[config.mk]
export PLATFORM = sky130hd
export DESIGN_NAME = datamem_arbiter
export DESIGN_NICKNAME = d
export VERILOG_FILES = /design/src/rtl/datamem_arb_pkg.sv /design/src/rtl/datamem_arb_pick.sv /design/src/rtl/datamem_arbiter.sv
export SDC_FILE = /design/constraint.sdc
export NUM_CORES = 1
export LEC_CHECK = 0
export CAP_MARGIN = 10
export CORE_AREA = 2 2 114 116
export DETAILED_ROUTE_END_ITERATION = 12
export DIE_AREA = 0 0 116 118
export PLACE_DENSITY_LB_ADDON = 0.12
export REMOVE_ABC_BUFFERS = 1
export SLEW_MARGIN = 30
export SYNTH_ARGS = -nofsm -noshare
export SYNTH_HDL_FRONTEND = slang
export SYNTH_HIERARCHICAL = 1
export SYNTH_SLANG_ARGS = --single-unit
export TNS_END_PERCENT = 20
[constraint.sdc]
create_clock -name clk -period 2 [get_ports clk]
set_input_delay 0.2 -clock clk [delete_from_list [all_inputs] [get_ports clk]]
set_output_delay 0.2 -clock clk [all_outputs]
set_load 0.05 [all_outputs]
[src/rtl/datamem_arb_pkg.sv]
`default_nettype none
// ============================================================================
// Module   : datamem_arb_pkg
// Purpose  : Shared constants for the datamemory two-port arbiter: the
//            sequencer state encoding and the requester port identifiers.
// Ports    : none (package)
// Revision : 1.0 - initial release
// ============================================================================
package datamem_arb_pkg;

    // Sequencer states
    localparam logic [1:0] c_IDLE  = 2'd0;
    localparam logic [1:0] c_ISSUE = 2'd1;
    localparam logic [1:0] c_RESP  = 2'd2;

    // Requester identifiers
    localparam logic c_PORT_CPU = 1'b0;
    localparam logic c_PORT_DBG = 1'b1;

endpackage
`default_nettype wire

[src/rtl/datamem_arb_pick.sv]
`default_nettype none
// ============================================================================
// Module   : datamem_arb_pick
// Purpose  : Combinational winner selection between the CPU port (0) and the
//            debug/loader port (1).
//            DATAMEM_ARB_ROUND_ROBIN_EN defined : a tie goes to the port that
//                                                  was not granted last.
//            DATAMEM_ARB_ROUND_ROBIN_EN undefined: port 0 always wins a tie.
// Ports    : req0, req1   - pending requests
//            last         - most recently granted port (round-robin only)
//            grant_valid  - at least one request is pending
//            grant_id     - port that wins this cycle
// Revision : 1.0 - initial release
// ============================================================================
module datamem_arb_pick
    import datamem_arb_pkg::*;
(
    input  logic req0,
    input  logic req1,
    input  logic last,
    output logic grant_valid,
    output logic grant_id
);

    assign grant_valid = req0 | req1;

`ifdef DATAMEM_ARB_ROUND_ROBIN_EN
    always_comb begin
        grant_id = c_PORT_CPU;
        if (req0 && req1) begin
            grant_id = ~last;
        end else if (req1) begin
            grant_id = c_PORT_DBG;
        end
    end
`else
    // Fixed priority has no history; the input is kept so both builds share
    // one port list.
    logic w_unused_last;
    assign w_unused_last = last;

    always_comb begin
        grant_id = c_PORT_CPU;
        if (!req0 && req1) begin
            grant_id = c_PORT_DBG;
        end
    end
`endif

endmodule
`default_nettype wire

[src/rtl/datamem_arbiter.sv]
`default_nettype none
// ============================================================================
// Module   : datamem_arbiter
// Purpose  : Shares the single-port datamemory between the CPU load/store
//            path (port 0) and a debug/loader port (port 1). A granted access
//            is driven to memory for exactly one cycle (ISSUE) and completed
//            with a one-cycle ack plus read data in the following cycle.
//            Tie policy is selected by the DATAMEM_ARB_ROUND_ROBIN_EN macro.
// Ports    : clk, reset                    - clock, sync active-high reset
//            req*/we*/addr*/wdata*         - held requests from ports 0/1
//            ack*/rdata*                   - completion pulse and read data
//            address/writeData/MemWrite/MemRead - memory command
//            readData                      - memory read data
// Revision : 1.0 - initial release
// ============================================================================
module datamem_arbiter
    import datamem_arb_pkg::*;
#(
    parameter int ADDRESSWIDTH = 32,
    parameter int WIDTH        = 32
) (
    input  logic                    clk,
    input  logic                    reset,
    input  logic                    req0,
    input  logic                    req1,
    input  logic                    we0,
    input  logic                    we1,
    input  logic [ADDRESSWIDTH-1:0] addr0,
    input  logic [ADDRESSWIDTH-1:0] addr1,
    input  logic [WIDTH-1:0]        wdata0,
    input  logic [WIDTH-1:0]        wdata1,
    output logic                    ack0,
    output logic                    ack1,
    output logic [WIDTH-1:0]        rdata0,
    output logic [WIDTH-1:0]        rdata1,
    output logic [ADDRESSWIDTH-1:0] address,
    output logic [WIDTH-1:0]        writeData,
    output logic                    MemWrite,
    output logic                    MemRead,
    input  logic [WIDTH-1:0]        readData
);

    logic [1:0]              r_state;
    logic [1:0]              w_state_nxt;
    logic                    r_owner;
    logic [ADDRESSWIDTH-1:0] r_address;
    logic [WIDTH-1:0]        r_wdata;
    logic                    r_memwrite;
    logic                    r_memread;

    logic                    w_last;
    logic                    w_grant_valid;
    logic                    w_grant_id;
    logic                    w_sel_we;
    logic [ADDRESSWIDTH-1:0] w_sel_addr;
    logic [WIDTH-1:0]        w_sel_wdata;
    logic                    w_take;

    // A grant is only taken while idle; requests seen in ISSUE/RESP wait.
    assign w_take = (r_state == c_IDLE) && w_grant_valid;

`ifdef DATAMEM_ARB_ROUND_ROBIN_EN
    logic r_last;

    // Reset to port 1 so that port 0 wins the first tie.
    always_ff @(posedge clk) begin
        if (reset) begin
            r_last <= c_PORT_DBG;
        end else if (w_take) begin
            r_last <= w_grant_id;
        end
    end

    assign w_last = r_last;
`else
    assign w_last = c_PORT_DBG;
`endif

    datamem_arb_pick u_pick (
        .req0        (req0),
        .req1        (req1),
        .last        (w_last),
        .grant_valid (w_grant_valid),
        .grant_id    (w_grant_id)
    );

    assign w_sel_we    = (w_grant_id == c_PORT_DBG) ? we1    : we0;
    assign w_sel_addr  = (w_grant_id == c_PORT_DBG) ? addr1  : addr0;
    assign w_sel_wdata = (w_grant_id == c_PORT_DBG) ? wdata1 : wdata0;

    // State register
    always_ff @(posedge clk) begin
        if (reset) begin
            r_state <= c_IDLE;
        end else begin
            r_state <= w_state_nxt;
        end
    end

    // Next-state logic
    always_comb begin
        w_state_nxt = r_state;
        case (r_state)
            c_IDLE:  if (w_grant_valid) w_state_nxt = c_ISSUE;
            c_ISSUE: w_state_nxt = c_RESP;
            default: w_state_nxt = c_IDLE;
        endcase
    end

    // Command registers: the enables are live only during ISSUE, while the
    // address and data keep their last values until the next grant.
    always_ff @(posedge clk) begin
        if (reset) begin
            r_owner    <= c_PORT_CPU;
            r_address  <= '0;
            r_wdata    <= '0;
            r_memwrite <= 1'b0;
            r_memread  <= 1'b0;
        end else if (w_take) begin
            r_owner    <= w_grant_id;
            r_address  <= w_sel_addr;
            r_wdata    <= w_sel_wdata;
            r_memwrite <= w_sel_we;
            r_memread  <= ~w_sel_we;
        end else if (r_state == c_ISSUE) begin
            r_memwrite <= 1'b0;
            r_memread  <= 1'b0;
        end
    end

    assign address   = r_address;
    assign writeData = r_wdata;
    assign MemWrite  = r_memwrite;
    assign MemRead   = r_memread;

    // Output logic: ack and read data go only to the owner, in RESP.
    always_comb begin
        ack0   = 1'b0;
        ack1   = 1'b0;
        rdata0 = '0;
        rdata1 = '0;
        if (r_state == c_RESP) begin
            if (r_owner == c_PORT_DBG) begin
                ack1   = 1'b1;
                rdata1 = readData;
            end else begin
                ack0   = 1'b1;
                rdata0 = readData;
            end
        end
    end

endmodule
`default_nettype wire
==> results.cfg <==
[outcome]
run_status = finished clean

[sta]
hold_viol = 0
fin_hold_ws_ns = 0.395
fmax_ghz = 0.543
slew_viol_final = 0
rsz0062_at_grt = false
tns_ns = 0
setup_viol = 0
fin_crit_ns = 1.84
worst_pin_slew_ns = 0.574
max_slew_margin_pct = 61.6
finClkSkew_ns = 0.0136
layout_setup_ws_ns = 0.157
fin_crit_sh_pct = 92.2

[placed_design]
dp_hpwl_um = 11000
dpl_cell_area_mm2 = 0.00749
gp_congestion = 0.810
port_buffers = 297
pre_cts_ws_ns = 0.0849

[min_path]
worstHoldPathType = in -> reg

[routing]
viasPerCell = 4.50
routed_wirelength_um = 13300
drc = 0
num_vias = 3783
wl_per_cell_um = 15.8
ant_nets = 0
drtIter0Drc = 99
first_pass_iters = 4

[final_layout]
fin_nets = 830
drive_above_1_share_pct = 19.6
antenna-diode-count = 0
nFillCells = 1046
syn2layout_area_growth_pct = 117
final_area_mm2 = 0.00779

[floorplan]
pin_count = 298
start_util_pct = 28.9
die_y_um = 118
dieWidth_um = 116
dieArea_mm2 = 0.0137
core_mm2 = 0.0124
rows = 41

[logic_synthesis]
syn_area_per_cell_um2 = 9.47
synth_area_mm2 = 0.00359
yosysWarnings = 6
synth_cells = 379

[clock_network]
htree_levels = 3
cts_tree = yes
cts-root-buf = clkbuf_16
clockBufferDepth = 2
numCtsBuffers = 9
post_cts_buffers = 0
clk_latency_ns = 0.32
ctsResizeCount = 0
cts_sinks = 69
cts_hold_buf = 0
path_clk_slew_ns = 0.06

[power]
ir_worst_vdd_mv = 0.412
power.total_uw = 5200
power_density_mw_per_mm2 = 668
power_leakage_uw = 0.00297

[grt]
grt_usage_pct = 19.2
grt_overflow = 0
grt_max_degree = 70
grt_first_pass_wirelength_um = 20600
antenna_found_initial = 0
grt_pass1_vias = 3890

[critical_path]
required_ns = 1.80
critPathKind = reg -> out
arrival_ns = 1.64
startpoint_type = register
cp_max_fo = 33
endpoint_kind = primary output

[job]
max_cap_viol_count = 0
==> layout by cell type (no fill, tap or decap), types with 2 or more instances in the layout <==
| master | n |
|---|---|
| nand2_1 | 3 |
| clkbuf_16 | 9 |
| and2_1 | 64 |
| mux2i_1 | 64 |
| clkdlybuf4s50_1 | 229 |
| buf_12 | 76 |
| buf_4 | 3 |
| a211oi_1 | 34 |
| a21oi_1 | 3 |
| nor2_1 | 66 |
| nand3_1 | 2 |
| a211oi_2 | 30 |
| dfxtp_1 | 69 |
==> area by class of cell <==
cell class / instances / area (um^2) / area share (%)
sequential: 69 / 1380 / 17.7
clock inverter: 6 / 71.3 / 0.916
timing repair buffer: 309 / 3840 / 49.3
multi-input combinational: 275 / 2050 / 26.3
tap: 172 / 215 / 2.76
clock buffer: 10 / 229 / 2.94
==> flip-flops by register name, indices dropped and copies added (netlist names) <==
name	flops
MemRead	1
MemWrite	1
address	32
r_owner	1
r_state	2
writeData	32
==> routing by layer <==
layer,share of wire (%),wire length [um],vias up,global-route usage [%]
li1,-,-,1898,-
met4,2.0,272,0,5.88
met1,36,4750,1682,19.6
met5,0,0,-,0
met3,9.8,1310,18,6.80
met2,52,6980,185,35.9
==> through the flow <==
step,util [%],cells
global route,62.7,841
global placement,60.3,825
CTS,62.7,841
floorplan,-,344
detailed placement,60.3,825
finish,62.7,841
==> path summary, 6_finish.rpt <==
path	cells after the start	slack (ns)	to	start
worst max-delay path	4	0.16	rdata0[27]	r_state[1]
worst min-delay path	3	0.39	r_state[0]	reset
worst max register to register	5	0.59	address[25]	r_state[1]
worst min register to register	2	0.47	MemRead	MemRead
==> report_power, final <==
part | switching, uW | total (uW) | internal (uW)
sequential | 83.4 | 1620 | 1530
combinational | 1110 | 2010 | 896
clock | 597 | 1580 | 978
total | 1790 | 5200 | 3410
==> worst max-delay path: stages, from the launching register on <==
cell     delay, ns
dfxtp_1       0.43
nor3b_2       0.19
buf_4         0.31
and2_1        0.24
buf_12        0.15
No activity file was read; power rests on OpenSTA's default activity.
